$ cat src/rtl/nco_sched_if.sv
// Bus bundle for nco_sched: run/sync controls, frequency-word writes,
// issued quarter-wave angle and the LAT-delayed result tags.
interface nco_sched_if #(
    parameter int NCH = 4,
    parameter int PW  = 32,
    parameter int NBA = 22
);
    localparam int CW = $clog2(NCH);

    logic           en;
    logic           sync;
    logic           fw_we;
    logic [CW-1:0]  fw_ch;
    logic [PW-1:0]  fw_d;
    logic [NBA-3:0] a;
    logic           s;
    logic           issue;
    logic           o_valid;
    logic [CW-1:0]  o_ch;
    logic           o_sin;
    logic           frame;

    modport master (
        output en, sync, fw_we, fw_ch, fw_d,
        input  a, s, issue, o_valid, o_ch, o_sin, frame
    );

    modport slave (
        input  en, sync, fw_we, fw_ch, fw_d,
        output a, s, issue, o_valid, o_ch, o_sin, frame
    );
endinterface

$ cat src/rtl/nco_sched.sv
// Time-multiplexed NCO scheduler: 2*NCH slots (cos/sin per channel) share one
// quarter-wave ROM + interpolator. Optional angle dither: NCO_SCHED_DITHER_EN.
module nco_sched #(
    parameter int NCH = 4,
    parameter int PW  = 32,
    parameter int NBA = 22,
    parameter int LAT = 9
) (
    input logic        c,
    input logic        r,
    nco_sched_if.slave bus
);
    localparam int CW = $clog2(NCH);
    localparam int KW = CW + 1;

    logic [KW-1:0]  k;
    logic [PW-1:0]  phase [NCH];
    logic [PW-1:0]  fw    [NCH];
    logic           pend;
    logic [NBA-3:0] a_r;
    logic           s_r;
    logic           issue_r;
    logic           frame_r;
    logic [CW-1:0]  iss_ch;
    logic           iss_sin;
    logic [CW+1:0]  tag_line [LAT];

    logic [CW-1:0]  ch;
    logic           zero_now;
    logic [PW-1:0]  ph_sel;
    logic [NBA-1:0] ang;
    logic [NBA-3:0] a_n;
    logic           s_n;

    assign ch       = k[KW-1:1];
    // Pending sync only (not the live pulse) so a coincident sync waits a frame.
    assign zero_now = bus.en && pend && (k == '0);

`ifdef NCO_SCHED_DITHER_EN
    logic [15:0]    lfsr;
    logic [PW+15:0] ext;

    always_comb begin
        ph_sel = zero_now ? '0 : phase[ch];
        ext    = {ph_sel, 16'h0}
               - (k[0] ? {2'b01, {(PW+14){1'b0}}} : '0)
               + ((PW+16)'(lfsr) << (PW - NBA));
        ang    = ext[PW+15 -: NBA];
    end

    always_ff @(posedge c) begin
        if (r)
            lfsr <= 16'hACE1;
        else if (bus.en)
            lfsr <= {lfsr[14:0], lfsr[15] ^ lfsr[13] ^ lfsr[12] ^ lfsr[10]};
    end
`else
    localparam logic [NBA-1:0] QTR = {2'b01, {(NBA-2){1'b0}}};

    // Subtracting 2^(PW-2) only touches the kept top bits, so do it after the cut.
    always_comb begin
        ph_sel = zero_now ? '0 : phase[ch];
        ang    = ph_sel[PW-1 -: NBA] - (k[0] ? QTR : '0);
    end
`endif

    always_comb begin
        a_n = ang[NBA-2] ? ~ang[NBA-3:0] : ang[NBA-3:0];
        s_n = ang[NBA-1] ^ ang[NBA-2];
    end

    always_ff @(posedge c) begin
        if (r) begin
            k       <= '0;
            pend    <= 1'b0;
            a_r     <= '0;
            s_r     <= 1'b0;
            issue_r <= 1'b0;
            frame_r <= 1'b0;
            iss_ch  <= '0;
            iss_sin <= 1'b0;
            for (int unsigned i = 0; i < NCH; i++) begin
                phase[i] <= '0;
                fw[i]    <= '0;
            end
        end else begin
            pend    <= bus.sync | (pend & ~zero_now);
            issue_r <= bus.en;
            frame_r <= bus.en && (k == '0);
            if (bus.en) begin
                a_r     <= a_n;
                s_r     <= s_n;
                iss_ch  <= ch;
                iss_sin <= k[0];
                k       <= k + KW'(1);
                if (zero_now) begin
                    for (int unsigned i = 0; i < NCH; i++)
                        phase[i] <= '0;
                end
                if (k[0])
                    phase[ch] <= ph_sel + fw[ch];
            end
            if (bus.fw_we)
                fw[bus.fw_ch] <= bus.fw_d;
        end
    end

    always_ff @(posedge c) begin
        if (r) begin
            for (int unsigned i = 0; i < LAT; i++)
                tag_line[i] <= '0;
        end else begin
            tag_line[0] <= {issue_r, iss_ch, iss_sin};
            for (int unsigned i = 1; i < LAT; i++)
                tag_line[i] <= tag_line[i-1];
        end
    end

    assign bus.a       = a_r;
    assign bus.s       = s_r;
    assign bus.issue   = issue_r;
    assign bus.frame   = frame_r;
    assign bus.o_valid = tag_line[LAT-1][CW+1];
    assign bus.o_ch    = tag_line[LAT-1][CW:1];
    assign bus.o_sin   = tag_line[LAT-1][0];
endmodule
$ cat src/flat_wrapper.sv
// flat-port wrapper written by rule: the top's interface ports become plain ports
module nco_sched_flat 
#(
    parameter int NCH = 4,
    parameter int PW  = 32,
    parameter int NBA = 22,
    parameter int LAT = 9
)
  (c, r, bus_en, bus_sync, bus_fw_we, bus_fw_ch, bus_fw_d, bus_a, bus_s, bus_issue, bus_o_valid, bus_o_ch, bus_o_sin, bus_frame);
  nco_sched_if #(.NCH(NCH), .PW(PW), .NBA(NBA)) bus_i ();
  input logic c;
  input logic r;
  input wire logic [$bits(bus_i.en)-1:0] bus_en;
  input wire logic [$bits(bus_i.sync)-1:0] bus_sync;
  input wire logic [$bits(bus_i.fw_we)-1:0] bus_fw_we;
  input wire logic [$bits(bus_i.fw_ch)-1:0] bus_fw_ch;
  input wire logic [$bits(bus_i.fw_d)-1:0] bus_fw_d;
  output wire logic [$bits(bus_i.a)-1:0] bus_a;
  output wire logic [$bits(bus_i.s)-1:0] bus_s;
  output wire logic [$bits(bus_i.issue)-1:0] bus_issue;
  output wire logic [$bits(bus_i.o_valid)-1:0] bus_o_valid;
  output wire logic [$bits(bus_i.o_ch)-1:0] bus_o_ch;
  output wire logic [$bits(bus_i.o_sin)-1:0] bus_o_sin;
  output wire logic [$bits(bus_i.frame)-1:0] bus_frame;
  assign bus_i.en = bus_en;
  assign bus_i.sync = bus_sync;
  assign bus_i.fw_we = bus_fw_we;
  assign bus_i.fw_ch = bus_fw_ch;
  assign bus_i.fw_d = bus_fw_d;
  assign bus_a = bus_i.a;
  assign bus_s = bus_i.s;
  assign bus_issue = bus_i.issue;
  assign bus_o_valid = bus_i.o_valid;
  assign bus_o_ch = bus_i.o_ch;
  assign bus_o_sin = bus_i.o_sin;
  assign bus_frame = bus_i.frame;
  nco_sched #(.NCH(NCH), .PW(PW), .NBA(NBA), .LAT(LAT)) u_core (.c(c), .r(r), .bus(bus_i));
endmodule
$ cat config.mk
export PLATFORM = sky130hd
export DESIGN_NAME = nco_sched_flat
export DESIGN_NICKNAME = d
export VERILOG_FILES = /design/src/rtl/nco_sched_if.sv /design/src/rtl/nco_sched.sv /design/src/flat_wrapper.sv
export SDC_FILE = /design/constraint.sdc
export NUM_CORES = 1
export LEC_CHECK = 0
export CORE_ASPECT_RATIO = 1.2
export CORE_MARGIN = 2
export CORE_UTILIZATION = 41
export DETAILED_ROUTE_END_ITERATION = 7
export PLACE_DENSITY = 0.68
export SYNTH_ARGS = -nofsm -noshare
export SYNTH_HDL_FRONTEND = slang
export SYNTH_SLANG_ARGS = --single-unit
$ cat constraint.sdc
create_clock -name c -period 5.94 [get_ports c]
set_input_delay 1.782 -clock c [delete_from_list [all_inputs] [get_ports c]]
set_output_delay 1.782 -clock c [all_outputs]
set_load 0.05 [all_outputs]
==> results.md <==
- Hold depth: 1
- Switching part of the total: 27.6%
- Clock buffer depth: 3
- CTS tree: yes
- Worst reg-to-reg path cell count: 11
- Filler cells: 3235
- N_diodes: 0
- Hold WC Path Type: reg2reg
- Row cnt: 77
- DRT antenna net count: 0
- Crit-path max cell delay: 0.51 ns
- Seq/Total Area, Yosys: 59.8%
- Max transition margin: 35.7%
- Netlist cell types: 71
- Mapped cell area: 15100 um2
- Hold path start: u_core.tag_line[0][13]
- Gp weighted congestion: 0.831
- Final std cells w/o fill: 1688
- HPWL Detailed: 21000 um
- Port Buf Inserts: 65
- Switching power: 1620 uW
- CTS root buffer: clkbuf_16
- Internal power: 4260 uW
- Setup WS pre-CTS: 0.370 ns
- Die Ht: 214 um
- Pre-Repair DR Iteration Count: 6
- Setup Fix Bufs, Post-CTS: 0
- Post-Place Cells: 1626
- Count leader, synth: edfxtp_1
- Setup violators final: 0
- Clk_lat worst skew: 0.52 ns
- Initial antenna violation count: 0
- Clock-pin slew on the worst setup and hold paths: 0.06 ns
- Initial DRC Count: 565
- Yosys top cell by area: edfxtp_1
- Initial Util: 41.3%
- GRT Residual Overflow: 0
- Power density over the cells: 339 nW/um2
- Cells after synthesis: 1133
- Overall Power: 5890 uW
- # nets final: 1263
- Core Box Area: 36600 um2
- Fin crit share: 85.4%
- DR vias: 8932
- Number of global-route vias before repair: 9169
- Num ports: 66
- RSZ-0062 raised after global routing: no
- Total negative setup slack: 0 ns
- Sequential share of power: 45.2%
- #FFs+latches synth: 324
- Worst EP arrival: 5.30 ns
- H-tree depth: 2
- Routed WL per cell: 19.3 um
- DR vias/cell: 5.29
- Clk pwr share: 34.8%
- TritonCTS Buffers: 35
- Slew Viols, Final: 0
- Fmax: 197 MHz
- Post_cts resized: 0
- Clock Sinks: 324
- P_leak: 0.00641 uW
- Top cell type's share of synthesized area: 50.8%
- Crit path required time: 6.17 ns
- Die width: 179 um
- CP endpoint kind: register
- Power share of the combinational group: 20.0%
- R2R Setup Slk: 1.46 ns
- Synth cell count leaders: 256 x edfxtp_1, 144 x nor2_1, 130 x and2_1
- Cts-stage hold buffer count: 0
- Clock skew: 0.0219 ns
- First-pass GRT wire length: 51100 um
- Crit path launch: bus_en
- DRC errors left: 0
- RR Endpoint: u_core.phase[2][28]
- DIE AREA: 38500 um2
- EDFF count, synth: 256
- Status: finished clean
- Slowest-stage cell, CP: or4b_1
- Maximum Capacitance Violations: 0
- Pin count of the biggest net entering global routing: 64
- Total wire length: 32700 um
- Area contributors post-synth: edfxtp_1 51%, mux4_2 9.2%, dfxtp_1 9.0%, and2_1 5.4%, nor2_1 3.6%
- Mapped Nets: 1207
- Worst setup margin: 0.870 ns
- Async SR Flop Fraction: 0%
- Hold Vio Cnt, Final: 0
- Worst Path Max Fanout: 15
- Ys Warns: 0
- Layout overhead on the synthesized area: 14.7%
- Hold EP: u_core.tag_line[0][17]
- Crit Path Class: in2reg
- Layout cell share with drive strength beyond 1: 13.0%
- Syn_area_per_cell: 13.4 um2
- Worst-path cell chain: buf_2 -> and4b_2 -> nor2b_1 -> ha_1 -> fa_1 -> a21o_1 -> a221oi_1 -> o211ai_1 -> o211ai_4 -> o311ai_2 -> or4b_1 -> a21oi_1 -> nor3_1
- Slew at the pin with the worst max-slew slack: 0.965 ns
- Startpoint Class: input port
- Max VDD drop: 193 uV
- Synth Flop Type: edfxtp_1
- Total Routing Usage GR: 17.3%
- Period minus WS final: 5.07 ns
-- cell type report --
| class | count | area, um2 | share of cell area, % |
|---|---|---|---|
| timing repair buffer | 89 | 821 | 4.73 |
| inverter | 12 | 45.0 | 0.260 |
| clock buffer | 49 | 981 | 5.65 |
| sequential | 324 | 9050 | 52.2 |
| clock inverter | 13 | 96.3 | 0.555 |
| tap | 474 | 593 | 3.42 |
| multi-input combinational | 727 | 5760 | 33.2 |
-- per-layer routing --
metal / vias up / global-route usage (%) / wire length (um)
met5: - / 0 / 0
met4: 0 / 4.49 / 734
met3: 53 / 2.59 / 1650
met2: 211 / 30.2 / 16500
met1: 4451 / 22.3 / 13800
li1: 4217 / - / -
-- how the worst max path moves through the flow --
stage	to	slack, ns	depth (start not counted)
floorplan	u_core.phase[0][28]	0.52	14
global placement	u_core.phase[0][28]	0.43	13
detailed placement	u_core.phase[2][28]	0.37	13
CTS	u_core.phase[2][28]	0.87	13
global route	u_core.phase[3][28]	0.56	13
finish	u_core.phase[2][28]	0.87	13
-- state kept, by name, indices dropped and copies added, names as in the netlist, named ones only --
name / count
u_core.fw: 128
u_core.phase: 128
u_core.tag_line: 36
u_core.bus.a: 20
u_core.k: 3
u_core.iss_ch: 2
u_core.bus.frame: 1
u_core.bus.issue: 1
u_core.bus.s: 1
u_core.iss_sin: 1
u_core.pend: 1
-- worst max-delay path: cells and delay by family --
kind / cells / cell delay, ns
adders and majority gates: 2 / 0.66
AOI/OAI and AO/OA: 6 / 1.53
and+or+nand+nor: 4 / 1.20
buffers and inverters: 1 / 0.10
-- power groups by stage --
| stage | combinational (uW) | clock [uW] | sequential [uW] |
|---|---|---|---|
| floorplan | 773 | 0 | 2780 |
| global placement | 1170 | 0 | 2700 |
| detailed placement | 1180 | 0 | 2710 |
| CTS | 1180 | 2090 | 2670 |
| global route | 1280 | 2170 | 2680 |
| finish | 1180 | 2050 | 2660 |
-- cells by family (layout without fill, tap and decap cells) --
logic type                 after synthesis  after routing  synth area share [%]
AOI/OAI and AO/OA                      112            112                  5.37
buffers and inverters                   82            163                  2.23
DFF                                    324            324                  59.8
xor gates and xnor gates                50             50                  2.89
adders and majority gates               35             35                  2.94
and+or+nand+nor                        439            439                  15.4
muxes                                   91             91                  11.4
-- per-stage QoR --
stage | hold WS (ns) | util, % | instance area (um2)
CTS | 0.446 | 47.4 | 17400
global placement | 0.419 | 44.5 | 16300
floorplan | 0.414 | - | 15100
finish | 0.438 | 47.4 | 17400
detailed placement | 0.426 | 44.5 | 16300
global route | 0.454 | 47.4 | 17400
-- cell usage in the layout, fill, tap and decap left out, drive strengths merged, types with 3 or more instances in the layout --
cell	Yosys	layout
a21oi	27	27
clkinv	0	11
clkdlybuf4s50	0	63
dfxtp	68	68
o31ai	3	3
o21a	4	4
nand4	4	4
o21bai	4	4
buf	18	26
edfxtp	256	256
clkbuf	52	49
o211ai	5	5
nand2	33	33
a211oi	5	5
a31oi	5	5
nor3b	7	7
xnor2	35	35
and2	130	130
inv	12	13
a21boi	3	3
a211o	3	3
nor4	6	6
and3	8	8
a21o	23	23
nor2b	70	70
mux4	63	63
xor2	15	15
mux2i	28	28
nor3	18	18
nand2b	5	5
o21ai	14	14
ha	34	34
nor2	144	144
(Power assumes the default switching activity.)
